===== src/rtl/ram_loader_pkg.sv =====
// Shared types for the byte-stream RAM loader.
// Holds the FSM state enum, error codes and the frame length width.
package ram_loader_pkg;

    localparam int LEN_BITS = 16;

    typedef enum logic [2:0] {
        IDLE,
        LEN_LO,
        LEN_HI,
        DATA,
        CSUM,
        DONE,
        ERROR
    } state_t;

    typedef enum logic [1:0] {
        ERR_NONE = 2'b00,
        ERR_LEN  = 2'b01,
        ERR_CSUM = 2'b10
    } err_t;

endpackage


===== src/rtl/ram_loader_if.sv =====
// Byte stream valid/ready channel feeding the loader.
// Ports: in_data/in_valid from master, in_ready from slave.
interface ram_loader_if;

    logic [7:0] in_data;
    logic       in_valid;
    logic       in_ready;

    modport master (
        output in_data,
        output in_valid,
        input  in_ready
    );

    modport slave (
        input  in_data,
        input  in_valid,
        output in_ready
    );

endinterface


===== src/rtl/ram_loader_checksum.sv =====
// 8-bit running sum (mod 256) of payload bytes.
// Ports: clock, reset_n, i_clear, i_add, i_byte in; o_sum out.
module loader_checksum (
    input  logic       clock,
    input  logic       reset_n,
    input  logic       i_clear,
    input  logic       i_add,
    input  logic [7:0] i_byte,
    output logic [7:0] o_sum
);

    logic [7:0] r_sum;

    always_ff @(posedge clock) begin
        if (!reset_n) begin
            r_sum <= 8'h00;
        end else if (i_clear) begin
            r_sum <= 8'h00;
        end else if (i_add) begin
            r_sum <= r_sum + i_byte;
        end
    end

    assign o_sum = r_sum;

endmodule


===== src/rtl/ram_loader.sv =====
// Framed byte-stream loader: LEN_LO LEN_HI payload CSUM -> RAM.
// Ports: clock, reset_n, start, stream (slave), RAM write bus, status.
module ram_loader
    import ram_loader_pkg::*;
#(
    parameter int                   addr_bits    = 16,
    parameter int                   data_bits    = 8,
    parameter logic [addr_bits-1:0] base_address = '0
) (
    input  logic                 clock,
    input  logic                 reset_n,
    input  logic                 start,
    ram_loader_if.slave          stream,
    output logic                 ram_write_enable,
    output logic [addr_bits-1:0] ram_address,
    output logic [data_bits-1:0] ram_data,
    output logic                 busy,
    output logic                 done,
    output logic                 error,
    output logic [1:0]           error_code,
    output logic [addr_bits:0]   bytes_loaded
);

    // Wide enough for both base+N and the 16-bit length itself.
    localparam int CW = (addr_bits + 1 > LEN_BITS + 1) ?
                        addr_bits + 1 : LEN_BITS + 1;

    state_t                r_state;
    state_t                w_next;
    logic [7:0]            r_len_lo;
    logic [LEN_BITS-1:0]   r_len;
    logic [addr_bits:0]    r_idx;
    logic                  r_we;
    logic [addr_bits-1:0]  r_addr;
    logic [data_bits-1:0]  r_data;
    logic                  r_done;
    logic                  r_error;
    err_t                  r_err;

    logic                  w_ready;
    logic                  w_xfer;
    logic                  w_start_ok;
    logic [LEN_BITS-1:0]   w_n;
    logic [CW-1:0]         w_end;
    logic                  w_ovf;
    logic [addr_bits:0]    w_idx_nx;
    logic                  w_last;
    logic [7:0]            w_sum;
    logic                  w_csum_ok;

    assign w_ready = (r_state == LEN_LO) || (r_state == LEN_HI) ||
                     (r_state == DATA)   || (r_state == CSUM);
    assign w_xfer  = w_ready && stream.in_valid;

    assign w_start_ok = start && ((r_state == IDLE) ||
                                  (r_state == DONE) ||
                                  (r_state == ERROR));

    assign w_n   = {stream.in_data, r_len_lo};
    assign w_end = CW'(base_address) + CW'(w_n);
    assign w_ovf = w_end > (CW'(1) << addr_bits);

    assign w_idx_nx  = r_idx + 1'b1;
    assign w_last    = CW'(w_idx_nx) == CW'(r_len);
    assign w_csum_ok = w_sum == stream.in_data;

    loader_checksum u_csum (
        .clock   (clock),
        .reset_n (reset_n),
        .i_clear (w_start_ok),
        .i_add   (w_xfer && (r_state == DATA)),
        .i_byte  (stream.in_data),
        .o_sum   (w_sum)
    );

    always_ff @(posedge clock) begin
        if (!reset_n) begin
            r_state <= IDLE;
        end else begin
            r_state <= w_next;
        end
    end

    always_comb begin
        w_next = r_state;
        unique case (r_state)
            IDLE, DONE, ERROR: begin
                if (w_start_ok) w_next = LEN_LO;
            end
            LEN_LO: begin
                if (w_xfer) w_next = LEN_HI;
            end
            LEN_HI: begin
                if (w_xfer) begin
                    if (w_ovf)          w_next = ERROR;
                    else if (w_n == '0) w_next = CSUM;
                    else                w_next = DATA;
                end
            end
            DATA: begin
                if (w_xfer && w_last) w_next = CSUM;
            end
            CSUM: begin
                if (w_xfer) w_next = w_csum_ok ? DONE : ERROR;
            end
            default: w_next = IDLE;
        endcase
    end

    always_ff @(posedge clock) begin
        if (!reset_n) begin
            r_len_lo <= 8'h00;
            r_len    <= '0;
            r_idx    <= '0;
            r_we     <= 1'b0;
            r_addr   <= base_address;
            r_data   <= '0;
            r_done   <= 1'b0;
            r_error  <= 1'b0;
            r_err    <= ERR_NONE;
        end else begin
            // Write strobe lives exactly one cycle per accepted byte.
            r_we <= 1'b0;
            if (w_start_ok) begin
                r_idx   <= '0;
                r_done  <= 1'b0;
                r_error <= 1'b0;
                r_err   <= ERR_NONE;
            end
            if (w_xfer) begin
                unique case (r_state)
                    LEN_LO: r_len_lo <= stream.in_data;
                    LEN_HI: begin
                        r_len <= w_n;
                        if (w_ovf) begin
                            r_error <= 1'b1;
                            r_err   <= ERR_LEN;
                        end
                    end
                    DATA: begin
                        r_we   <= 1'b1;
                        r_addr <= base_address + r_idx[addr_bits-1:0];
                        r_data <= data_bits'(stream.in_data);
                        r_idx  <= w_idx_nx;
                    end
                    CSUM: begin
                        if (w_csum_ok) begin
                            r_done <= 1'b1;
                        end else begin
                            r_error <= 1'b1;
                            r_err   <= ERR_CSUM;
                        end
                    end
                    default: ;
                endcase
            end
        end
    end

    assign stream.in_ready  = w_ready;
    assign busy             = w_ready;
    assign ram_write_enable = r_we;
    assign ram_address      = r_addr;
    assign ram_data         = r_data;
    assign done             = r_done;
    assign error            = r_error;
    assign error_code       = r_err;
    assign bytes_loaded     = r_idx;

endmodule


===== src/flat_wrapper.sv =====
// flat-port wrapper written by rule: the top's interface ports become plain ports
module ram_loader_flat import ram_loader_pkg::*;
#(
    parameter int                   addr_bits    = 16,
    parameter int                   data_bits    = 8,
    parameter logic [addr_bits-1:0] base_address = '0
)
  (clock, reset_n, start, ram_write_enable, ram_address, ram_data, busy, done, error, error_code, bytes_loaded, stream_in_data, stream_in_valid, stream_in_ready);
  ram_loader_if stream_i ();
  input  logic clock;
  input  logic reset_n;
  input  logic start;
  output logic ram_write_enable;
  output logic [addr_bits-1:0] ram_address;
  output logic [data_bits-1:0] ram_data;
  output logic busy;
  output logic done;
  output logic error;
  output logic [1:0] error_code;
  output logic [addr_bits:0] bytes_loaded;
  input wire logic [$bits(stream_i.in_data)-1:0] stream_in_data;
  input wire logic [$bits(stream_i.in_valid)-1:0] stream_in_valid;
  output wire logic [$bits(stream_i.in_ready)-1:0] stream_in_ready;
  assign stream_i.in_data = stream_in_data;
  assign stream_i.in_valid = stream_in_valid;
  assign stream_in_ready = stream_i.in_ready;
  ram_loader #(.addr_bits(addr_bits), .data_bits(data_bits), .base_address(base_address)) u_core (.clock(clock), .reset_n(reset_n), .start(start), .stream(stream_i), .ram_write_enable(ram_write_enable), .ram_address(ram_address), .ram_data(ram_data), .busy(busy), .done(done), .error(error), .error_code(error_code), .bytes_loaded(bytes_loaded));
endmodule

===== config.mk =====
export PLATFORM = sky130hd
export DESIGN_NAME = ram_loader_flat
export DESIGN_NICKNAME = d
export VERILOG_FILES = /design/src/rtl/ram_loader_pkg.sv /design/src/rtl/ram_loader_if.sv /design/src/rtl/ram_loader_checksum.sv /design/src/rtl/ram_loader.sv /design/src/flat_wrapper.sv
export SDC_FILE = /design/constraint.sdc
export NUM_CORES = 1
export LEC_CHECK = 0
export ABC_AREA = 1
export CAP_MARGIN = 20
export CORE_MARGIN = 3
export CORE_UTILIZATION = 51
export CTS_BUF_LIST = sky130_fd_sc_hd__clkbuf_8
export DETAILED_ROUTE_END_ITERATION = 10
export GPL_TIMING_DRIVEN = 0
export PLACE_DENSITY_LB_ADDON = 0.3
export RECOVER_POWER = 100
export SYNTH_ARGS = -nofsm -noshare
export SYNTH_HDL_FRONTEND = slang
export SYNTH_SLANG_ARGS = --single-unit

===== constraint.sdc =====
create_clock -name clock -period 1.85 [get_ports clock]
set_input_delay 0.185 -clock clock [delete_from_list [all_inputs] [get_ports clock]]
set_output_delay 0.185 -clock clock [all_outputs]
set_load 0.02 [all_outputs]

==> qor.yml <==
yosys:
  syn_area_per_cell_um2: 7.00
  synth-edff-count: 0
  netlist.area_leader.share: 0.401
  yosysSeqAreaShare: 0.401
  yosys_warnings: 0
  ys.flop_type: "dfxtp_1"
  post-synth-top-count-cell: "nand2_1"
  synth_top_family_by_area: "simple AND/OR/NAND/NOR gates"
  synthAdderAreaFrac: 0.0297
  ys_ff_latch: 81
  synthMuxAreaShare: 0
  yosys.area_share.simple: 0.279
  synthXorXnorAreaFrac: 0.0186
  async_reset_ff_frac: 0
  yosys.area.top_type: "dfxtp_1"
  ys_types: 37
  syn_area_um2: 4040
  ys_top_cells_by_count: "123 x nand2_1, 81 x dfxtp_1, 75 x inv_1"
  synth_nets: 598
  synth_area_leaders: "dfxtp_1 40%, nand2_1 11%, a21oi_1 7.8%, o21ai_0 7.7%, inv_1 7.0%"
  synth_cells: 577
  synth_compound_area_frac: 0.178
setup_path:
  r2r_cells: 14
  r2r_slack_ns: -0.08
  worstPathRequired_ns: 2.11
  path_max_fanout: 5
  path_class: "flip-flop to flip-flop"
  crit_path_start_kind: "flip-flop"
  arrival_ns: 2.19
  critPathCaptureType: "flip-flop"
  timing.rr.start: "u_core.bytes_loaded[0]"
  rr_endpoint: "u_core.r_state[1]"
sta:
  setup_violations: 3
  fin_crit_sh: 1.04
  clock.fmax_mhz: 519
  slew_violations: 0
  finalCriticalPeriod_ns: 1.93
  worstMarginPinSlew_ns: 0.722
  setup_ws_ns: -0.0779
  clock-skew-final_ns: 0.00874
  rsz0062_at_grt: "true"
  slew_headroom: 0.519
  hold_violations: 0
place:
  dp_slack_ns: -0.553
  dp_hpwl_mm: 8.24
  finalWeightedCongestion: 0.928
  io_buffers: 58
  place_area_um2: 4750
min_path:
  hp-start: "reset_n"
  hold_end: "u_core.r_len[11]"
  min_path_cells: 3
  hold_class: "primary input to flip-flop"
clock_network:
  clock-root-buffer: "clkbuf_8"
  numCtsBuffers: 9
  clk_path_buf_depth: 2
  path_clk_slew_ns: 0.09
  cts_tree: "done"
  clk_latency_ns: 0.37
  cts_sinks: 81
  htreeDepth: 3
global_route:
  grt_max_degree: 15
  grt_overflow: 0
  use_met1: 0.333
  track_usage: 0.267
  antenna_found_initial: 0
  grt_pass1_wl_mm: 18.8
  grt-busiest-layer: "met2"
  grt_use_met3: 0.0442
  grtUsageMet2: 0.444
  grt_pass1_vias: 3923
outcome:
  run_status: "finished with violations"
  failed_checks: "negative setup slack"
die:
  start_util: 0.540
  io_pins: 60
  die_h_um: 95.0
  dieWidth_um: 95.0
  core_area_um2: 7490
  rows: 31
  die_area_um2: 9030
layout:
  syn2layout_area_growth_pct: 32.2
  design_area_um2: 5340
  layout.nets: 682
  diodes: 0
  drive_gt1_frac: 0.197
routing:
  wl_per_cell_um: 15.6
  dr.pass1.iters: 5
  drt_iter0_markers: 264
  route.detailed.drc: 0
  final_antenna_net_count: 0
  finalWirelength_mm: 11.9
  vias: 4233
  vias_per_cell: 5.53
power:
  power-per-cell-area_nw_per_um2: 1030
  vdd_drop_max_uv: 888
  power_mw: 5.49
  p_leak_nw: 2.25
job:
  cap_violations: 0
-- layout make-up --
cell class,instances,area (um2)
clock inverter,7,71.3
sequential,81,1650
buffer,20,101
clock buffer,9,124
inverter,78,295
multi-input combinational,398,2280
fill,592,2140
timing repair buffer,73,692
tap,99,124
-- power by group --
group | switching (mW) | internal (mW)
sequential | 0.180 | 1.98
clock | 0.692 | 0.623
combinational | 1.24 | 0.773
-- stage by stage --
| step | std cells | util | TNS (ns) | hold WS (ns) |
|---|---|---|---|---|
| global route | 765 | 0.714 | -0.851 | 0.172 |
| finish | 765 | 0.714 | -0.198 | 0.148 |
| floorplan | 577 | - | 0 | 0.320 |
| global placement | 734 | 0.635 | -10.06 | 0.434 |
| detailed placement | 734 | 0.635 | -11.41 | 0.437 |
| CTS | 760 | 0.685 | -0.265 | 0.156 |
-- state kept, by name, indices dropped and copies added, names as in the netlist --
register and cells:
u_core.bytes_loaded 17, u_core.r_len 16, u_core.ram_address 16, u_core.r_len_lo 8
u_core.ram_data 8, u_core.u_csum.o_sum 8, u_core.r_state 3, u_core.error_code 2
u_core.done 1, u_core.error 1, u_core.ram_write_enable 1
-- how the worst max path moves through the flow --
| stage | start | endpoint | slack [ns] | depth (start not counted) |
|---|---|---|---|---|
| 2_1_floorplan | u_core.bytes_loaded[1] | u_core.r_state[1] | 0.03 | 16 |
| 3_3_place_gp | stream_in_data[0] | u_core.u_csum.o_sum[6] | -0.50 | 12 |
| 3_5_place_dp | stream_in_data[0] | u_core.u_csum.o_sum[6] | -0.55 | 12 |
| 4_1_cts | u_core.bytes_loaded[1] | u_core.r_state[2] | -0.09 | 16 |
| 5_1_grt | u_core.bytes_loaded[0] | u_core.r_state[1] | -0.22 | 14 |
| 6_report | u_core.bytes_loaded[0] | u_core.r_state[1] | -0.08 | 14 |
-- worst max-delay path: stages (launching register included) --
cell and delay (ns):
dfxtp_4 0.38, buf_6 0.12, nand3_2 0.11, nor2_4 0.20, nand2_1 0.11, nand2_1 0.10
nand2_1 0.06, a21oi_2 0.13, nand3_2 0.10, nor2_2 0.14, nand2_2 0.09, nand2_4 0.10
nand3_2 0.07, nand2_1 0.06, nor2_1 0.04
-- what timing repair did --
| item | in CTS | in global routing |
|---|---|---|
| pin swaps | 13 | 19 |
| setup endpoints to repair | 58 | 67 |
| setup buffers | 10 | 5 |
| hold buffers | 0 | 0 |
| resized for setup | 40 | 62 |
-- kinds of logic (layout without fill, tap and decap cells) --
logic type / after synthesis / in the layout
XOR/XNOR: 7 / 7
flip-flops: 81 / 81
adder cells (fa/ha/maj): 9 / 9
AO/OA/AOI/OAI: 137 / 137
buffers and inverters: 98 / 187
AND/OR/NAND/NOR: 245 / 245
-- routing by layer --
metal,share of wire,vias up
met1,0.42,1982
li1,-,2054
met5,0,-
met3,0.056,39
met2,0.49,158
met4,0.035,0
-- placed cells by master (no fill, tap or decap), types with 7 or more instances in the layout --
cell	n
a21oi_1	60
buf_4	16
clkbuf_1	7
clkbuf_8	9
clkdlybuf4s50_1	52
dfxtp_1	67
dfxtp_2	10
inv_1	73
nand2_1	115
nand2_2	13
nand3_1	26
nand3_2	8
nand4_1	9
nor2_1	31
nor2_2	10
nor2_4	12
o21ai_0	60
(Power assumes the default switching activity.)
==> patch (same flow settings) <==
Encoding of `state_t`: now Gray code (3 bits for 7 states).
--- a/src/rtl/ram_loader_pkg.sv
+++ b/src/rtl/ram_loader_pkg.sv
@@ -5,13 +5,13 @@
     localparam int LEN_BITS = 16;
 
     typedef enum logic [2:0] {
-        IDLE,
-        LEN_LO,
-        LEN_HI,
-        DATA,
-        CSUM,
-        DONE,
-        ERROR
+        IDLE   = 3'b000,
+        LEN_LO = 3'b001,
+        LEN_HI = 3'b011,
+        DATA   = 3'b010,
+        CSUM   = 3'b110,
+        DONE   = 3'b111,
+        ERROR  = 3'b101
     } state_t;
 
     typedef enum logic [1:0] {
Check against the original RTL: no difference found for any inputs over 4 cycles, from zero or initial values and one cycle with reset_n low; so few cycles prove little.
==> patch against the unedited design <==
The run still ends with setup timing left. Routed wire length decreased by 1.7%. Setup slack lost 84 ps. Sequential share of layout area is 0.39 points higher. Core utilization down 0.52 points. Via count hardly changed. Area after synthesis decreased by 0.99%. Cell area decreased by 1.2%. Sequential cell count unchanged. Total power fell by 8.3%. Fmax shrank 4.2%. Largest cell class unchanged. Highest routed layer unchanged.
==> patch: results (changes against the unedited design) <==
| Metric | Value |
|---|---|
| Share of cells above drive strength 1 | `17.2% (-2.5 points)` |
| Worst Hold Launch | `stream_in_valid` |
| Vias post-DR | `4235 (+0.047%)` |
| Largest net degree at the start of global routing | `15 (unchanged)` |
| LEAKAGE | `2.33 nW (+3.3%)` |
| Clk_lat worst skew | `350 ps (-20 ps)` |
| Failing checks | `setup timing` |
| Detail Placement HPWL | `8210 um (-0.43%)` |
| DP Area | `4700 sq um (-1.1%)` |
| Routed wire per std cell | `15.3 um (-1.9%)` |
| Setup slack after placement | `-499 ps (+53.7 ps)` |
| Routed wl met3 | `1020 um (+53%)` |
| Skew final | `8.15 ps (-0.588 ps)` |
| Outcome | `finished with violations` |
| RD Place Congestion | `0.934 (+0.59%)` |
| Post-Syn Instances | `585 (+1.4%)` |
| Final Worst Setup Slack | `-162 ps (-84.4 ps)` |
| Inst Count DP | `741 (+0.95%)` |
| Vias per cell | `5.52 (-0.21%)` |
| Crit path largest cell delay | `400 ps (+20 ps)` |
| Nets | `684 (+0.29%)` |
| Post-Syn Nets | `606 (+1.3%)` |
| Metal-1 WL | `4810 um (-3.9%)` |
| Met3 Usage GRT | `4.70% (+0.28 points)` |
| GR Util met2 | `44.9% (+0.47 points)` |
| Total track usage | `26.8% (+0.045 points)` |
| Initial drt markers | `300 (+14%)` |
| First-pass GRT wire length | `18800 um (+0.44%)` |
| Crit path arrival time | `2270 ps (+80 ps)` |
| Synth cell count leaders | `nand2_1 (116), inv_1 (82), dfxtp_1 (81)` |
| # diodes | `0 (unchanged)` |
| Synth area leaders | `dfxtp_1 (41%), nand2_1 (11%), o21ai_0 (9.8%)` |
| Maximum VDD drop | `0.584 mV (-34%)` |
| Slew @ Worst Pin | `556 ps (-166 ps)` |
| PortBufs | `57 (-1.7%)` |
| Netlist cell types | `32 (-14%)` |
| Number of global-route vias before repair | `3929 (+0.15%)` |
| # setup viols final | `24 (+21)` |
| Switching part of the total power | `36.5% (-2.0 points)` |
| M1 GR Usage | `35.0% (+1.7 points)` |
| # fillers | `633 (+6.9%)` |
| Sequential cell area fraction in the yosys report | `40.5% (+0.40 points)` |
## patch: cell type report
class / instances / area share (%)
inverter: 83 / 5.91
multi-input combinational: 399 / 41.7
clock inverter: 5 / 1.19
buffer: 21 / 2.21
timing repair buffer: 68 / 12.5
tap: 99 / 2.35
sequential: 81 / 31.3
clock buffer: 11 / 2.87
## patch: metrics by stage
stage               TNS, ps  util [%]  power (W)  hold WS [ps]
global route          -4760      70.8    0.00528           260
finish                -1270      70.8    0.00503           232
floorplan                 0         -    0.00297           328
detailed placement    -8640      63.1    0.00348           442
global placement      -6110      63.1    0.00344           434
CTS                    -280      68.0    0.00487           205
## patch: logic make-up (layout without fill, tap and decap cells)
kind of cell / Yosys count / count (layout) / share of synthesized area [%]
simple gates: 265 / 265 / 30.0
compound gates: 123 / 123 / 15.8
buf+inv: 105 / 188 / 10.3
flops: 81 / 81 / 40.5
fa+ha+maj: 9 / 9 / 3.00
xor+xnor: 2 / 2 / 0.438
## patch: repair_timing
action,CTS,global route
cloned,0,0
gates resized for setup,44,62
pin swaps,10,21
setup endpoints to repair,55,57
setup buffers,4,7
## patch: worst paths after layout
check	end	depth (start not counted)	slack, ps
worst max-delay path	u_core.r_state[1]	14	-160
worst min-delay path	u_core.r_len[1]	3	230
worst max register to register	u_core.r_state[1]	14	-160
worst min register to register	u_core.error_code[0]	2	450
## patch: power groups by stage
stage / Clock [W] / Sequential, W / Combinational, W
finish: 0.00138 / 0.00209 / 0.00155
CTS: 0.00139 / 0.00207 / 0.00141
global placement: 0 / 0.00211 / 0.00133
global route: 0.00146 / 0.00211 / 0.00171
floorplan: 0 / 0.00216 / 0.000814
detailed placement: 0 / 0.00211 / 0.00136
